### config.mk
export PLATFORM = sky130hd
export DESIGN_NAME = wav_stream_player_flat
export DESIGN_NICKNAME = d
export VERILOG_FILES = /design/src/rtl/wav_stream_player_if.sv /design/src/rtl/wav_stream_player.sv /design/src/flat_wrapper.sv
export SDC_FILE = /design/constraint.sdc
export NUM_CORES = 1
export LEC_CHECK = 0
export ABC_AREA = 1
export BUFFER_PORTS_ARGS = -buffer_cell sky130_fd_sc_hd__buf_2
export CORE_MARGIN = 8
export CORE_UTILIZATION = 63
export CTS_BUF_LIST = sky130_fd_sc_hd__clkbuf_8
export DETAILED_ROUTE_END_ITERATION = 16
export HOLD_SLACK_MARGIN = 0.1
export PLACE_DENSITY_LB_ADDON = 0.15
export SLEW_MARGIN = 15
export SYNTH_ARGS = -nofsm -noshare
export SYNTH_HDL_FRONTEND = slang
export SYNTH_SLANG_ARGS = --single-unit
### constraint.sdc
create_clock -name clk_i -period 12.3 [get_ports clk_i]
set_clock_uncertainty 0.1 [all_clocks]
set_input_delay 2.46 -clock clk_i [delete_from_list [all_inputs] [get_ports clk_i]]
set_output_delay 2.46 -clock clk_i [all_outputs]
set_load 0.01 [all_outputs]
### src/rtl/wav_stream_player_if.sv
// Byte-stream handshake into the WAV player: the producer drives valid/data,
// the player answers with ready; a byte moves on a clock edge with valid && ready.
interface wav_stream_player_if;
  logic       byte_val_i;
  logic [7:0] byte_data_i;
  logic       byte_rdy_o;

  modport master (
    output byte_val_i,
    output byte_data_i,
    input  byte_rdy_o
  );

  modport slave (
    input  byte_val_i,
    input  byte_data_i,
    output byte_rdy_o
  );
endinterface

### src/rtl/wav_stream_player.sv
// Parses a canonical 44-byte PCM WAV header from a byte stream, buffers the
// data-chunk bytes in a small FIFO and replays them as 8-bit mono samples.
module wav_stream_player #(
  parameter int          CLK_DIV    = 259,
  parameter int          FIFO_DEPTH = 16,
  parameter logic [7:0]  SILENCE    = 8'h80
) (
  input  logic                clk_i,
  input  logic                rst_i,
  wav_stream_player_if.slave  bus,
  output logic                sample_val_o,
  output logic [7:0]          sample_data_o,
  output logic [31:0]         sample_rate_o,
  output logic [31:0]         data_size_o,
  output logic                hdr_ok_o,
  output logic                hdr_err_o,
  output logic [15:0]         underrun_cnt_o,
  output logic                done_o
);

  localparam int AW = $clog2(FIFO_DEPTH);
  localparam int DW = $clog2(CLK_DIV + 1);

  typedef enum logic [1:0] {
    S_HDR,
    S_DATA,
    S_DONE,
    S_ERR
  } state_t;

  state_t          state_q, state_d;
  logic [DW-1:0]   div_q, div_d;
  logic [5:0]      idx_q, idx_d;
  logic [31:0]     rate_sh_q, rate_sh_d;
  logic [23:0]     size_sh_q, size_sh_d;
  logic [31:0]     rate_q, rate_d;
  logic [31:0]     size_q, size_d;
  logic [31:0]     rem_q, rem_d;
  logic            hdr_ok_q, hdr_ok_d;
  logic            byte_rdy_q, byte_rdy_d;
  logic            sample_val_q, sample_val_d;
  logic [7:0]      sample_data_q, sample_data_d;
  logic [15:0]     underrun_q, underrun_d;
  logic [AW:0]     wr_ptr_q, wr_ptr_d;
  logic [AW:0]     rd_ptr_q, rd_ptr_d;
  logic [7:0]      mem_q [FIFO_DEPTH];

  logic            tick;
  logic            xfer;
  logic            push;
  logic            pop;
  logic            playing;
  logic            fifo_empty;
  logic            fifo_full;
  logic            fifo_full_nxt;
  logic [31:0]     size_full;

  // Fixed header bytes; positions not listed (sizes, rate, byte rate, align) pass.
  function automatic logic hdr_byte_ok(input logic [5:0] idx, input logic [7:0] b);
    logic ok;
    case (idx)
      6'd0:  ok = (b == 8'h52);
      6'd1:  ok = (b == 8'h49);
      6'd2:  ok = (b == 8'h46);
      6'd3:  ok = (b == 8'h46);
      6'd8:  ok = (b == 8'h57);
      6'd9:  ok = (b == 8'h41);
      6'd10: ok = (b == 8'h56);
      6'd11: ok = (b == 8'h45);
      6'd12: ok = (b == 8'h66);
      6'd13: ok = (b == 8'h6d);
      6'd14: ok = (b == 8'h74);
      6'd15: ok = (b == 8'h20);
      6'd16: ok = (b == 8'd16);
      6'd17: ok = (b == 8'd0);
      6'd18: ok = (b == 8'd0);
      6'd19: ok = (b == 8'd0);
      6'd20: ok = (b == 8'd1);
      6'd21: ok = (b == 8'd0);
      6'd22: ok = (b == 8'd1);
      6'd23: ok = (b == 8'd0);
      6'd34: ok = (b == 8'd8);
      6'd35: ok = (b == 8'd0);
      6'd36: ok = (b == 8'h64);
      6'd37: ok = (b == 8'h61);
      6'd38: ok = (b == 8'h74);
      6'd39: ok = (b == 8'h61);
      default: ok = 1'b1;
    endcase
    return ok;
  endfunction

  assign tick          = (div_q == DW'(CLK_DIV));
  assign xfer          = bus.byte_val_i && byte_rdy_q;
  assign playing       = (state_q == S_DATA) || (state_q == S_DONE);
  assign fifo_empty    = (wr_ptr_q == rd_ptr_q);
  assign fifo_full     = (wr_ptr_q[AW] != rd_ptr_q[AW]) &&
                         (wr_ptr_q[AW-1:0] == rd_ptr_q[AW-1:0]);
  assign push          = xfer && (state_q == S_DATA) && !fifo_full;
  assign pop           = tick && playing && !fifo_empty;
  assign size_full     = {bus.byte_data_i, size_sh_q};
  assign fifo_full_nxt = (wr_ptr_d[AW] != rd_ptr_d[AW]) &&
                         (wr_ptr_d[AW-1:0] == rd_ptr_d[AW-1:0]);

  always_comb begin
    div_d = tick ? '0 : div_q + 1'b1;
  end

  // Header parse and stream control
  always_comb begin
    state_d   = state_q;
    idx_d     = idx_q;
    rate_sh_d = rate_sh_q;
    size_sh_d = size_sh_q;
    rate_d    = rate_q;
    size_d    = size_q;
    rem_d     = rem_q;
    hdr_ok_d  = hdr_ok_q;
    case (state_q)
      S_HDR: begin
        if (xfer) begin
          idx_d = idx_q + 6'd1;
          if (idx_q >= 6'd24 && idx_q <= 6'd27) begin
            rate_sh_d[{idx_q[1:0], 3'b000} +: 8] = bus.byte_data_i;
          end
          if (idx_q >= 6'd40 && idx_q <= 6'd42) begin
            size_sh_d[{idx_q[1:0], 3'b000} +: 8] = bus.byte_data_i;
          end
          if (!hdr_byte_ok(idx_q, bus.byte_data_i)) begin
            state_d = S_ERR;
          end else if (idx_q == 6'd43) begin
            rate_d   = rate_sh_q;
            size_d   = size_full;
            rem_d    = size_full;
            hdr_ok_d = 1'b1;
            state_d  = (size_full == 32'd0) ? S_DONE : S_DATA;
          end
        end
      end
      S_DATA: begin
        if (push) begin
          rem_d = rem_q - 32'd1;
          if (rem_q == 32'd1) begin
            state_d = S_DONE;
          end
        end
      end
      S_DONE:  state_d = S_DONE;
      S_ERR:   state_d = S_ERR;
      default: state_d = S_ERR;
    endcase
  end

  // FIFO pointers and registered ready, derived from next-cycle state so
  // ready stays low while full even when a pop happens the same cycle
  always_comb begin
    wr_ptr_d   = wr_ptr_q + (AW + 1)'(push);
    rd_ptr_d   = rd_ptr_q + (AW + 1)'(pop);
    byte_rdy_d = (state_d == S_HDR) || ((state_d == S_DATA) && !fifo_full_nxt);
  end

  // Playback on the sample tick
  always_comb begin
    sample_val_d  = 1'b0;
    sample_data_d = sample_data_q;
    underrun_d    = underrun_q;
    if (tick && playing) begin
      if (!fifo_empty) begin
        sample_val_d  = 1'b1;
        sample_data_d = mem_q[rd_ptr_q[AW-1:0]];
      end else begin
        sample_data_d = SILENCE;
        if ((state_q == S_DATA) && (underrun_q != 16'hFFFF)) begin
          underrun_d = underrun_q + 16'd1;
        end
      end
    end
  end

  always_ff @(posedge clk_i or posedge rst_i) begin
    if (rst_i) begin
      state_q       <= S_HDR;
      div_q         <= '0;
      idx_q         <= '0;
      rate_q        <= '0;
      size_q        <= '0;
      rem_q         <= '0;
      hdr_ok_q      <= 1'b0;
      byte_rdy_q    <= 1'b0;
      sample_val_q  <= 1'b0;
      sample_data_q <= SILENCE;
      underrun_q    <= '0;
      wr_ptr_q      <= '0;
      rd_ptr_q      <= '0;
    end else begin
      state_q       <= state_d;
      div_q         <= div_d;
      idx_q         <= idx_d;
      rate_q        <= rate_d;
      size_q        <= size_d;
      rem_q         <= rem_d;
      hdr_ok_q      <= hdr_ok_d;
      byte_rdy_q    <= byte_rdy_d;
      sample_val_q  <= sample_val_d;
      sample_data_q <= sample_data_d;
      underrun_q    <= underrun_d;
      wr_ptr_q      <= wr_ptr_d;
      rd_ptr_q      <= rd_ptr_d;
    end
  end

  // Shadow fields and sample storage are fully rewritten before use
  always_ff @(posedge clk_i) begin
    rate_sh_q <= rate_sh_d;
    size_sh_q <= size_sh_d;
    if (push) begin
      mem_q[wr_ptr_q[AW-1:0]] <= bus.byte_data_i;
    end
  end

  assign bus.byte_rdy_o  = byte_rdy_q;
  assign sample_val_o    = sample_val_q;
  assign sample_data_o   = sample_data_q;
  assign sample_rate_o   = rate_q;
  assign data_size_o     = size_q;
  assign hdr_ok_o        = hdr_ok_q;
  assign hdr_err_o       = (state_q == S_ERR);
  assign underrun_cnt_o  = underrun_q;
  assign done_o          = (state_q == S_DONE) && fifo_empty;

endmodule
### src/flat_wrapper.sv
// flat-port wrapper written by rule: the top's interface ports become plain ports
module wav_stream_player_flat 
#(
  parameter int          CLK_DIV    = 259,
  parameter int          FIFO_DEPTH = 16,
  parameter logic [7:0]  SILENCE    = 8'h80
)
  (clk_i, rst_i, sample_val_o, sample_data_o, sample_rate_o, data_size_o, hdr_ok_o, hdr_err_o, underrun_cnt_o, done_o, bus_byte_val_i, bus_byte_data_i, bus_byte_rdy_o);
  wav_stream_player_if bus_i ();
  input  logic clk_i;
  input  logic rst_i;
  output logic sample_val_o;
  output logic [7:0] sample_data_o;
  output logic [31:0] sample_rate_o;
  output logic [31:0] data_size_o;
  output logic hdr_ok_o;
  output logic hdr_err_o;
  output logic [15:0] underrun_cnt_o;
  output logic done_o;
  input wire logic [$bits(bus_i.byte_val_i)-1:0] bus_byte_val_i;
  input wire logic [$bits(bus_i.byte_data_i)-1:0] bus_byte_data_i;
  output wire logic [$bits(bus_i.byte_rdy_o)-1:0] bus_byte_rdy_o;
  assign bus_i.byte_val_i = bus_byte_val_i;
  assign bus_i.byte_data_i = bus_byte_data_i;
  assign bus_byte_rdy_o = bus_i.byte_rdy_o;
  wav_stream_player #(.CLK_DIV(CLK_DIV), .FIFO_DEPTH(FIFO_DEPTH), .SILENCE(SILENCE)) u_core (.clk_i(clk_i), .rst_i(rst_i), .bus(bus_i), .sample_val_o(sample_val_o), .sample_data_o(sample_data_o), .sample_rate_o(sample_rate_o), .data_size_o(data_size_o), .hdr_ok_o(hdr_ok_o), .hdr_err_o(hdr_err_o), .underrun_cnt_o(underrun_cnt_o), .done_o(done_o));
endmodule
# Word-level counts from Yosys, hierarchy flattened
# Memory sizes are Yosys's and may differ from the RTL's.
# Index checks and enable logic that the tools add are counted.
# Widths: inputs -> output; s select.
[word_totals] regBits=206 ramBits=128 input_bits=11 out_inout_bits=93 wordCells=146 mem_count=1
[classes] addsub=7 order_cmp=4 eq_ne=58 shifts=4 n_mux=23 n_reduce_logical=34
[memory_table] memory="u_core.mem_q" depth=16 word_bits=8 read_ports=1 rd_clocked_by_memory_dff=0 wr=1 line_no="wav_stream_player.sv:46" rtl="logic [7:0] mem_q [FIFO_DEPTH];"
[ops] cell="$mux 32" n=4
[ops] cell="$eq 8x7->1 const B" n=12
[ops] cell="$pmux 32 s2" n=1
[ops] cell="$eq 6x4->1 const B" n=8
[ops] cell="$eq 6x5->1 const B" n=8
[ops] cell="$eq 6x6->1 const B" n=7
[ops] cell="$bwmux 32" n=1
[ops] cell="$eq 32x1->1 const B" n=1
[ops] cell="$logic_not 32->1" n=1
[ops] cell="$shift 8x7->32 const A" n=1
[ops] cell="$shiftx 8x7->32" n=1
[ops] cell="$sub 32x1->32 const B" n=1
[ops] cell="$bwmux 24" n=1
[ops] cell="$shift 8x7->24 const A" n=1
[ops] cell="$shiftx 8x7->24" n=1
[ops] cell="$pmux 1 s17" n=1
[ops] cell="$add 16x1->16 const B" n=1
[ops] cell="$ne 16x16->1 const B" n=1
[ops] cell="$eq 6x2->1 const B" n=2
[ops] cell="$logic_and 1x1->1" n=12
[ops] cell="$mux 2" n=6
[ops] cell="$add 5x1->5" n=2
[ops] cell="$add 9x1->9 const B" n=1
[ops] cell="$eq 9x9->1 const B" n=1
[ops] cell="33 further kinds" n=54

# Longest topological paths before layout
[logic_depth] ltp_word=11 mapped_depth=21 mapped_depth_nobuf=20

# Least setup slack after synthesis
# Ideal clock, no wire load.
[synth_timing] kind="input port to flip-flop" startpoint="input bus_byte_val_i" endpoint="register u_core.byte_rdy_q, in the netlist u_core.bus.byte_rdy_o" setup_time_ps=137 t_arrival_ps=4142 required_ps=12063 setup_slack_ps=7921 stages=11 n_path_buf=0 path_cell_list="nand2_1 inv_1 nand3_1 inv_1 ha_1 ha_1 xor2_1 nor2_1 nand2_1 a2111oi_0 a21oi_2"
[synth_via] elab_chain_len=9 word_cells_on_any_way=15 cone_classes="add/sub (1); eq/ne (3); mux (3); reduce/logical (8)"
[synth_rtl] element="from (decl)" line_no="flat_wrapper.sv:20" rtl="input wire logic [$bits(bus_i.byte_val_i)-1:0] bus_byte_val_i;"
[synth_rtl] element="$logic_and 1x1->1" line_no="wav_stream_player.sv:94" rtl="assign xfer = bus.byte_val_i && byte_rdy_q;"
[synth_rtl] element="$logic_and 1x1->1 (2 in a row)" line_no="wav_stream_player.sv:99" rtl="assign push = xfer && (state_q == S_DATA) && !fifo_full;"
[synth_rtl] element="$add 5x1->5" line_no="wav_stream_player.sv:157" rtl="wr_ptr_d = wr_ptr_q + (AW + 1)'(push);"
[synth_rtl] element="net u_core.wr_ptr_d[1]" line_no="wav_stream_player.sv:44" rtl="logic [AW:0] wr_ptr_q, wr_ptr_d;"
[synth_rtl] element="$eq 4x4->1" line_no="wav_stream_player.sv:103" rtl="(wr_ptr_d[AW-1:0] == rd_ptr_d[AW-1:0]);"
[synth_rtl] element="$logic_and 1x1->1" line_no="wav_stream_player.sv:102" rtl="assign fifo_full_nxt = (wr_ptr_d[AW] != rd_ptr_d[AW]) &&"
[synth_rtl] element="$logic_not 1->1" line_no="wav_stream_player.sv:159" rtl="byte_rdy_d = (state_d == S_HDR) || ((state_d == S_DATA) && !fifo_full_nxt);"
[synth_rtl] element="$logic_and 1x1->1" line_no="wav_stream_player.sv:159"
[synth_rtl] element="$logic_or 1x1->1" line_no="wav_stream_player.sv:159"
[synth_rtl] element="net u_core.byte_rdy_d" line_no="wav_stream_player.sv:40" rtl="logic byte_rdy_q, byte_rdy_d;"
[synth_rtl] element="to (signal assigned)" line_no="wav_stream_player.sv:203" rtl="byte_rdy_q <= byte_rdy_d;"
[synth_rtl] element="to (decl)" line_no="wav_stream_player.sv:40"
# The timed path passes the listed nets, and every way through them passes these cells.
# A chain may end at the register's enable or synchronous reset.

# Worst setup path after layout
[layout_timing] startpoint="register u_core.rd_ptr_q[1]" endpoint="output done_o"
[layout_via] elab_chain_len=2
[layout_rtl] element="from (decl)" line_no="wav_stream_player.sv:45" rtl="logic [AW:0] rd_ptr_q, rd_ptr_d;"
[layout_rtl] element="from (signal assigned)" line_no="wav_stream_player.sv:208" rtl="rd_ptr_q <= rd_ptr_d;"
[layout_rtl] element="$eq 5x5->1" line_no="wav_stream_player.sv:96" rtl="assign fifo_empty = (wr_ptr_q == rd_ptr_q);"
[layout_rtl] element="$logic_and 1x1->1" line_no="wav_stream_player.sv:229" rtl="assign done_o = (state_q == S_DONE) && fifo_empty;"
[layout_rtl] element="to (decl)" line_no="flat_wrapper.sv:19" rtl="output logic done_o;"
# No other way between the ends.

==> results.md <==
Global route:
- The number of global-route vias before repair is roughly 11k.
- The largest net degree at the start of global routing is between 90 and 100.
- The number of antenna violations at the first check in global routing is 0.
- The first-pass GRT wire length is between 50000 and 60000 µm.
- The all-layer global routing usage is 24.6%.
- Summed over all layers, the global routing overflow is 0.

Yosys:
- For this run, the number of Yosys warnings is 0.
- Summed over all instances, the cell type with the most area after synthesis is edfxtp_1.
- A synthesized cell averages 10.3 µm².
- In this run, synthesis produced a sequential element count of between 300 and 400.
- The synthesized design devotes to its leading area cell type ~37% of total area.
- Sorting the synthesized cells by area gives the leading types as edfxtp_1, dfrtp_1, o21ai_0, nor2_1, nand2_1.
- The net count after synthesis is between 1k and 1.5k.
- The register area share after synthesis is slightly above 60%.
- The netlist area before placement is ~15000 µm².
- In the synthesized netlist, the number of instances is about 1.5k.
- Counting distinct cell types in the post-synthesis netlist gives between 50 and 60.

Clock network:
- The clock tree synthesis step divided the H-tree into 2 levels.
- For this design, the CTS-stage hold fixing added 0 buffers.
- The clock passes through at most 3 buffers.
- In this run, post-CTS repair resized a total of 0 instances.
- The clock tree from TritonCTS is built.
- Clock tree synthesis found a total of between 300 and 400 sinks.
- After clock tree synthesis, the clock-pin slew on the worst setup and hold paths is around 70 ps.
- The number of buffers inserted by post-CTS setup repair is 0.
- The root buffer cell chosen for the clock tree is clkbuf_8.
- The number of clock buffers added by TritonCTS is 52.
- The clock insertion delay at the later pin of the skew report is approximately 600 ps.

Worst setup path:
- In this run the critical register-to-register path is launched from u_core.rd_ptr_q[1].
- For the worst setup path, the data arrival time is ~2600 ps.
- STA classifies the critical path endpoint as an output port.
- The type of element launching the critical path is a flip-flop.
- The worst setup path startpoint is u_core.rd_ptr_q[1].
- In this run the worst path has a maximum fanout of 36.
- The category of the critical setup timing path is reg2out.
- The worst reg-to-reg path cell count is 16.
- For the worst setup path, the data required time is just under 10000 ps.

STA:
- For this run, the top clock speed supported by timing is 194 MHz.
- For the finished layout, the period the worst path requires is 5160 ps.
- The setup TNS after final layout is 0 ps.
- The hold violation total from the final report was 0.
- Setup repair after global routing left no endpoint under its margin.
- The total count of max-transition violations in the final report is 0.
- The final critical-path share of the clock period is between 40% and 50%.
- In this run the tightest slew margin relative to its limit is ~29%.
- Setup violations remaining at the end of the flow were counted as 0.
- For the pin with the worst max-slew slack, the measured transition is between 1000 and 1500 ps.

Finish:
- The most common library cell in the layout ignoring fill and taps is nor2_1.
- The fraction of layout instances using a drive strength above 1 is between 15 and 20%.
- The final cell utilization of the core is around 70%.
- In the final design database the tool counted approximately 1.6k nets.
- The number of filler cells placed in the layout is about 1.7k.
- The post-synthesis to final-layout area growth is 11.7%.
- The repair_antennas step left the layout with diodes totalling 0.
- Leaving out fill and tap cells, the most frequent cells in the layout are nor2_1, nand2_1, edfxtp_1, o21ai_0, inv_1.

Pwr:
- Summed over all nets, the switching power comes to 0.000455 W.
- The sequential power share is between 50% and 60%.
- The power per cell area is approximately 120 nW/µm².
- The part of the power in combinational logic is about 1.4%.
- The share of power burned in the clock network is between 40% and 50%.
- The leakage power figure is 7.44 nW.
- The internal power of the cells is around 0.0016 W.
- The maximum vdd drop is 0.000107 V.
- Net switching is 21.6% of the power.

Min path:
- The beginning of the worst hold path is u_core.hdr_ok_o.
- The class of the most critical hold timing path is reg2reg.
- The number of cells on the worst hold path is 2.

Route:
- The number of routed nets with antenna violations is 0.
- After detailed routing, the number of vias per cell comes to roughly 5.7.
- The total iterations of the first detailed-routing run is 7.
- The total detailed-routing wirelength is ~35000 µm.
- After detailed routing, the number of remaining DRC violations is 0.
- The routed layout has 10.9k vias.
- In the final routed layout, each cell accounts on average for roughly 18 µm.
- The violation count after the first detailed-routing iteration is ~850.

Floorplanning:
- The die height is about 170 µm.
- The die is 171 µm wide.
- The core region is about 23000 µm².
- The total I/O pin count is 104.
- The floorplan step defined a die boundary enclosing 29100 µm².
- Once the floorplan was initialized, standard cells occupied 64.1% of the core.
- The number of cell rows is 56.

Place:
- The wire-length estimate of the detail-placed layout is around 23000 µm.
- Input and output buffers added on the ports amount to around 100.
- Routability-driven placement finished with a final weighted congestion of 0.929.

Job:
- The number of maximum-capacitance constraint violations is 0.

Run status:
- The run finished with clean final reports.
[logic make-up (layout without fill, tap and decap cells)]
kind of cell,count (synthesis),after routing,synth area share [%]
AO/OA/AOI/OAI,254,254,9.58
XOR/XNOR,39,39,2.27
adder cells (fa/ha/maj),20,20,1.66
buffers and inverters,206,360,5.37
flip-flops,334,334,61.7
multiplexers,35,35,2.62
AND/OR/NAND/NOR,569,569,16.8
[worst paths after layout]
path	end	slack, ps
min	u_core.hdr_ok_o	370
min reg2reg	u_core.hdr_ok_o	370
max in group asynchronous	u_core.hdr_ok_o	8770
max	done_o	7140
max reg2reg	u_core.bus.byte_rdy_o	8330
min in group asynchronous	u_core.div_q[6]	1910
[layout make-up]
| cell class | instances | area, µm² | area share (%) |
|---|---|---|---|
| clock buffers | 59 | 812 | 4.83 |
| clock inverters | 39 | 204 | 1.21 |
| inverters | 154 | 587 | 3.49 |
| multi-input cells | 917 | 4970 | 29.6 |
| flip-flops and latches | 334 | 9280 | 55.2 |
| well taps | 319 | 399 | 2.37 |
| repair buffers | 108 | 553 | 3.29 |
[routing by layer]
| layer | track usage, % | share of wire [%] | vias up |
|---|---|---|---|
| li1 | - | - | 5184 |
| met1 | 31.7 | 41 | 5211 |
| met2 | 40.1 | 47 | 455 |
| met3 | 4.91 | 7.9 | 89 |
| met4 | 11.1 | 3.7 | 0 |
| met5 | 0 | 0 | - |
[metrics by stage]
step | setup WS (ps) | area [µm²] | total power (W) | std cells | hold WS (ps)
finish | 7140 | 16800 | 0.00210 | 1930 | 367
CTS | 7110 | 16800 | 0.00211 | 1930 | 371
detailed placement | 7470 | 15800 | 0.00123 | 1832 | 350
global route | 6910 | 16800 | 0.00217 | 1930 | 394
global placement | 7530 | 15800 | 0.00123 | 1832 | 343
floorplan | 5710 | 15100 | 0.00121 | 1457 | 333
[registers in the layout, indices dropped and copies added, names as in the netlist]
name and cells:
u_core.rate_sh_q 32, u_core.underrun_cnt_o 16, u_core.sample_val_o 1, u_core.idx_q 6
u_core.mem_q 128, u_core.rd_ptr_q 5, u_core.rem_q 32, u_core.hdr_ok_o 1
u_core.wr_ptr_q 5, u_core.div_q 9, u_core.bus.byte_rdy_o 1, u_core.size_sh_q 24
u_core.data_size_o 32, u_core.sample_rate_o 32, u_core.state_q 2, u_core.sample_data_o 8
[power groups by stage]
| stage | clock [W] | combinational [W] | sequential (W) |
|---|---|---|---|
| global placement | 0 | 0.0000292 | 0.00120 |
| floorplan | 0 | 0.0000113 | 0.00120 |
| detailed placement | 0 | 0.0000296 | 0.00120 |
| finish | 0.000891 | 0.0000290 | 0.00118 |
| CTS | 0.000903 | 0.0000296 | 0.00118 |
| global route | 0.000956 | 0.0000326 | 0.00118 |
[cells in the mapped netlist, drive strengths merged]
cell type	number
a32o	2
nor3	22
o221ai	12
dfstp	1
nor2	232
xor2	30
a22oi	3
a31oi	4
a21boi	1
dfrtp	149
nand2	204
o21ai	180
ha	20
clkbuf	42
buf	10
inv	150
a22o	5
nor3b	1
clkinv	4
or2	3
a21oi	16
a2111oi	1
o22ai	16
xnor2	9
mux2	35
o211ai	13
nor4	7
nand4	19
a32oi	1
edfxtp	184
nand3	81
[critical path: stages, from the launching register on]
cell and delay (ps):
dfrtp_1 360, buf_4 250, inv_2 460, nand2_1 110
a21oi_1 220, nand2_1 90, nor2_2 180, inv_1 80
nor2_1 100, buf_2 150
Note: power is estimated with default switching activity, not from simulation.
